[config.mk]
export PLATFORM = sky130hd
export DESIGN_NAME = data_mem_responder
export DESIGN_NICKNAME = d
export VERILOG_FILES = /design/src/rtl/data_mem_responder.sv
export SDC_FILE = /design/constraint.sdc
export NUM_CORES = 2
export LEC_CHECK = 0
export CAP_MARGIN = 20
export CORE_MARGIN = 3
export CORE_UTILIZATION = 35
export CTS_CLUSTER_DIAMETER = 120
export DETAILED_ROUTE_END_ITERATION = 12
export DONT_BUFFER_PORTS = 1
export PLACE_DENSITY = 0.54
export SLEW_MARGIN = 25
export SYNTH_ARGS = -nofsm -noshare
export SYNTH_HDL_FRONTEND = slang
export SYNTH_SLANG_ARGS = --single-unit
[constraint.sdc]
create_clock -name clk -period 6.6 [get_ports clk]
set_input_delay 0.66 -clock clk [delete_from_list [all_inputs] [get_ports clk]]
set_output_delay 0.66 -clock clk [all_outputs]
set_load 0.02 [all_outputs]
[src/rtl/data_mem_responder.sv]
// ---------------------------------------------------------------------------
// data_mem_responder
//
// Purpose:
//   Single-port-style data memory shared by a CPU (exec state) and a host
//   (idle state). After reset an INIT sequence clears every word, one address
//   per clock, before the memory becomes READY. Reads are combinational so the
//   CPU can latch d_rdata on the same edge it presents d_addr.
//
// Configuration macro:
//   DATA_MEM_STATS_EN - when defined, rd_count/wr_count count CPU loads and
//                       committed CPU stores (saturating). When undefined,
//                       both ports are tied to zero.
//
// Ports:
//   clk        - system clock, all state updates on rising edge
//   reset      - asynchronous active-high reset
//   cpu_state  - 0 = idle (host owns writes), 1 = exec (CPU owns writes)
//   d_addr     - CPU data address
//   d_wdata    - CPU store data
//   d_we       - CPU store strobe
//   d_re       - CPU load strobe (statistics only)
//   d_rdata    - CPU read data, mem[d_addr] in READY, 0 otherwise
//   h_addr     - host address
//   h_wdata    - host write data
//   h_we       - host write strobe
//   h_rdata    - host read data, mem[h_addr] in READY, 0 otherwise
//   init_busy  - high while the clear sequence runs
//   h_err      - one-cycle pulse after a rejected host write
//   rd_count   - CPU load counter
//   wr_count   - CPU store counter
// ---------------------------------------------------------------------------
module data_mem_responder #(
   parameter int ADDR_W = 8,
   parameter int DATA_W = 16
) (
   input  logic              clk,
   input  logic              reset,
   input  logic              cpu_state,
   input  logic [ADDR_W-1:0] d_addr,
   input  logic [DATA_W-1:0] d_wdata,
   input  logic              d_we,
   input  logic              d_re,
   output logic [DATA_W-1:0] d_rdata,
   input  logic [ADDR_W-1:0] h_addr,
   input  logic [DATA_W-1:0] h_wdata,
   input  logic              h_we,
   output logic [DATA_W-1:0] h_rdata,
   output logic              init_busy,
   output logic              h_err,
   output logic [15:0]       rd_count,
   output logic [15:0]       wr_count
);

   localparam int DEPTH = 1 << ADDR_W;

   localparam logic [0:0] ST_INIT  = 1'b0;
   localparam logic [0:0] ST_READY = 1'b1;

   localparam logic [ADDR_W-1:0] LAST_ADDR = {ADDR_W{1'b1}};
   localparam logic [ADDR_W-1:0] PTR_ONE   = {{(ADDR_W-1){1'b0}}, 1'b1};

   logic [0:0]        state_r;
   logic [ADDR_W-1:0] clr_ptr_r;
   logic [DATA_W-1:0] mem_r [0:DEPTH-1];
   logic              h_err_r;

   logic              ready_s;
   logic              cpu_wr_s;
   logic              host_wr_s;
   logic              host_rej_s;

   // Write qualification: cpu_state alone decides which side may write.
   always_comb begin
      ready_s    = (state_r == ST_READY);
      cpu_wr_s   = ready_s &  cpu_state & d_we;
      host_wr_s  = ready_s & ~cpu_state & h_we;
      host_rej_s = h_we & ~host_wr_s;
   end

   // INIT/READY state machine and clear pointer.
   always_ff @(posedge clk or posedge reset) begin
      if (reset) begin
         state_r   <= ST_INIT;
         clr_ptr_r <= '0;
      end else begin
         case (state_r)
            ST_INIT: begin
               clr_ptr_r <= clr_ptr_r + PTR_ONE;
               if (clr_ptr_r == LAST_ADDR) begin
                  state_r <= ST_READY;
               end
            end
            ST_READY: begin
               state_r <= ST_READY;
            end
            default: begin
               state_r   <= ST_INIT;
               clr_ptr_r <= '0;
            end
         endcase
      end
   end

   // Memory array: clear during INIT, otherwise the one permitted writer.
   // Writing zero to mem[0] while reset is held is harmless since INIT
   // rewrites every word anyway.
   always_ff @(posedge clk) begin
      if (state_r == ST_INIT) begin
         mem_r[clr_ptr_r] <= '0;
      end else if (cpu_wr_s) begin
         mem_r[d_addr] <= d_wdata;
      end else if (host_wr_s) begin
         mem_r[h_addr] <= h_wdata;
      end
   end

   // Rejected host write flag, registered so it appears on the next edge.
   always_ff @(posedge clk or posedge reset) begin
      if (reset) begin
         h_err_r <= 1'b0;
      end else begin
         h_err_r <= host_rej_s;
      end
   end

   // Zero-latency read ports; state_r resets asynchronously so both read
   // ports are forced to zero for the whole reset and INIT period.
   always_comb begin
      if (ready_s) begin
         d_rdata = mem_r[d_addr];
         h_rdata = mem_r[h_addr];
      end else begin
         d_rdata = '0;
         h_rdata = '0;
      end
   end

   assign init_busy = (state_r == ST_INIT);
   assign h_err     = h_err_r;

`ifdef DATA_MEM_STATS_EN
   logic [15:0] rd_count_r;
   logic [15:0] wr_count_r;
   logic        cpu_rd_s;

   assign cpu_rd_s = ready_s & cpu_state & d_re;

   // Saturating load/store counters.
   always_ff @(posedge clk or posedge reset) begin
      if (reset) begin
         rd_count_r <= 16'd0;
         wr_count_r <= 16'd0;
      end else begin
         if (cpu_rd_s && (rd_count_r != 16'hFFFF)) begin
            rd_count_r <= rd_count_r + 16'd1;
         end
         if (cpu_wr_s && (wr_count_r != 16'hFFFF)) begin
            wr_count_r <= wr_count_r + 16'd1;
         end
      end
   end

   assign rd_count = rd_count_r;
   assign wr_count = wr_count_r;
`else
   // d_re only feeds the statistics; keep it connected but unused.
   logic stats_unused_s;
   assign stats_unused_s = d_re;
   assign rd_count       = 16'd0;
   assign wr_count       = 16'd0;
`endif

endmodule

==> results.md <==
- Ys Warns: 0
- Hold Crit Class: input port to flop
- Least-Margin Pin Slew: 1.57 ns
- Cell count after synthesis: between 10000 and 15000
- Post-route DRC: 0
- Dpl hpwl: 448 mm
- Largest area contributor in the netlist: edfxtp_1
- Hold_sp: cpu_state
- Largest net degree at the start of global routing: a little over 300
- Logic pwr share: 5.8%
- ANT nets after route: 0
- Pleak: 74.8 nW
- Placer Congestion: approximately 0.90
- Crit. Startpoint: h_addr[1]
- Setup WS post-layout: -0.0302 ns
- Number of global-route vias before repair: approximately 120k
- Total CTS buffers: 436
- Sw Ratio: around 23%
- Clock power share: 44.3%
- Worst Path Required: around 5.9 ns
- Final instance area: 0.222 mm2
- Row count: 272
- Worst-path fanout max: 112
- Post-synth EDFFs: just over 4000
- RSZ-0062 raised after global routing: false
- Final slew viol count: between 60 and 70
- Initial core utilization: 35.2%
- Initial antenna violation count: 50
- # setup viols final: 1
- Worst setup SP type: input port
- Die width: 750 um
- Vias: approximately 120k
- Die area: about 0.56 mm2
- Crit. End Element: output port
- Core Box Area: roughly 0.55 mm2
- Cell variety after synth: 82
- Cell internal pwr: about 0.044 W
- Max cap viols: 0
- Count leader, synth: edfxtp_1
- VDD IR max: roughly 220 uV
- First-pass GRT wire length: 1010 mm
- Top post-synthesis cells by area: edfxtp_1, mux4_2, mux2i_1
- Skew-Pair Late Insertion Delay: 1.05 ns
- Mapped cell area: 0.194 mm2
- Pre-CTS setup slack: -0.932 ns
- Port bufs: 0
- Clock-pin slew on the worst setup and hold paths: 0.06 ns
- Clk_skew: between 0.07 and 0.08 ns
- Ys flop type: edfxtp_1
- Layout cell share with drive strength beyond 1: between 30% and 40%
- Num ports: 120
- Top cell type's share of synthesized area: 63.6%
- Signal arrival time at the worst endpoint: 5.97 ns
- Placed inst area: 0.207 mm2
- Power Dens Cells: 255 mW/mm2
- Area grow syn2layout: 14.6%
- Reg2reg start: ready_s
- Seq pwr share: 49.9%
- Number of clock sinks: roughly 4000
- Fin crit period: 6.63 ns
- Yosys reg bits: between 4000 and 5000
- Total Routed Length: 741 mm
- FMAX: 151 MHz
- Nets: 10700
- P_sw: approximately 0.013 W
- Failing checks: max-slew violations, negative setup slack
- Initial DRC Count: 16600
- Async set or reset register ratio after synthesis: less than 1%
- Max H-tree Level: 5
- CTS tree: done
- Global Route Usage Sum: 25.8%
- Clock Tree Root: clkbuf_16
- Grt total ovfl: 0
- Commonest cells post-synth: edfxtp_1, mux4_2, mux2i_1
- DR WL/cell: 40.5 um
- Final hold vios: 0
- Register area share after synthesis: 63.7%
- Vias per cell: 6.44
- Relative slew margins: -4.46%
- Critical path type: input port to output port
- Run status: complete, but fails checks
- CTS max path bufs: 4
- Chip height: between 700 and 800 um
- Final cycle utilization of the critical path: 100%
- DR pass1 iterations: 6
- Mean Syn Cell Area: ~19 um2
## critical path: stages
cell and delay, ns:
buf_16 0.42, buf_16 0.46, buf_16 0.56, nand2b_4 0.15
buf_12 0.22, o221ai_1 0.49, o22ai_1 0.17, nor3_2 0.37
buf_4 0.19, a21oi_1 0.06, a2111oi_4 0.85, buf_4 0.24
a41o_1 0.41, buf_12 0.18
## cell usage in the layout (no fill, tap or decap), types with 35 or more instances in the layout
| cell | count |
|---|---|
| a211oi_1 | 61 |
| a21oi_1 | 242 |
| a22oi_1 | 39 |
| a31oi_1 | 51 |
| and2_1 | 39 |
| buf_12 | 111 |
| buf_16 | 44 |
| buf_4 | 683 |
| bufinv_16 | 52 |
| clkbuf_1 | 85 |
| clkbuf_16 | 441 |
| clkinv_1 | 90 |
| clkinv_2 | 94 |
| diode_2 | 35 |
| edfxtp_1 | 4096 |
| mux2i_1 | 1017 |
| mux4_1 | 37 |
| mux4_2 | 1745 |
| nand2_1 | 224 |
| nand3_1 | 47 |
| nor2_1 | 198 |
| nor2_2 | 259 |
| nor3_1 | 63 |
| o21ai_0 | 120 |
| o221ai_1 | 314 |
| o22ai_1 | 289 |
## per-layer routing
metal  share of wire [%]  routed length [um]  GRT usage, %
met2                  44              329000          38.7
met4                 6.4               47700          13.6
met1                  38              278000          34.3
met5               0.034                 250             0
met3                  12               85500          7.01
## area by class of cell
| class | instances | area (um2) |
|---|---|---|
| fillers | 48700 | 328000 |
| flip-flops and latches | 4106 | 123000 |
| multi-input cells | 5216 | 66100 |
| clock buffers | 524 | 11300 |
| well taps | 7261 | 9080 |
| repair buffers | 851 | 8860 |
| clock inverters | 275 | 3030 |
| diodes | 35 | 87.6 |
| inverters | 14 | 72.6 |
## power groups by stage
stage          clock, W  sequential, W  combinational [W]
2_1_floorplan         0         0.0288            0.00209
3_3_place_gp          0         0.0288            0.00312
3_5_place_dp          0         0.0288            0.00314
4_1_cts          0.0254         0.0282            0.00317
5_1_grt          0.0264         0.0282            0.00335
6_report         0.0251         0.0282            0.00329
## cell families (layout without fill, tap and decap cells)
family	after synthesis	count (layout)	share of synthesized area (%)
flops	4106	4106	63.7
mux	2818	2818	26.2
compound gates	1385	1385	5.02
simple gates	973	973	2.20
buf+inv	868	1664	2.89
xor+xnor	7	7	0.0317
fa+ha+maj	1	1	0.00646
other cells	1	67	0.00194
## final timing paths
kind	endpoint	slack (ns)	depth (start not counted)
worst max-delay path	h_rdata[12]	-0.03	14
worst min-delay path	h_err	0.09	1
worst max register to register	mem_r[101][1]	1.45	8
worst min register to register	clr_ptr_r[6]	0.51	1
max in group asynchronous	clr_ptr_r[6]	5.73	2
min in group asynchronous	h_err	0.29	2
## timing repair
| item | in CTS | in global routing |
|---|---|---|
| endpoints found under the setup margin | 6 | 3 |
| hold buffers | 2 | 0 |
| gates resized for setup | 2 | 1 |
| buffers inserted | 0 | 0 |
| endpoints found under the hold margin | 11 | 0 |
| pin swaps | 1 | 1 |
| cloned | 6 | 2 |
## through the flow
| step | cells | util (%) | power (W) | setup TNS (ns) | hold WS, ns |
|---|---|---|---|---|---|
| 3_5_place_dp | 17400 | 37.6 | 0.0319 | -1.78 | 0.501 |
| 2_1_floorplan | 10200 | - | 0.0309 | 0 | 0.463 |
| 5_1_grt | 18300 | 40.3 | 0.0580 | 0 | 0.0559 |
| 4_1_cts | 18200 | 40.3 | 0.0568 | 0 | 0.0252 |
| 6_report | 18300 | 40.3 | 0.0566 | -0.0302 | 0.0903 |
| 3_3_place_gp | 17400 | 37.5 | 0.0319 | -2.36 | 0.486 |
## registers in the layout, summed over array words and instances, names as in the netlist
register / flops
mem_r: 4096
clr_ptr_r: 8
h_err: 1
ready_s: 1
No activity file was read; power rests on OpenSTA's default activity.
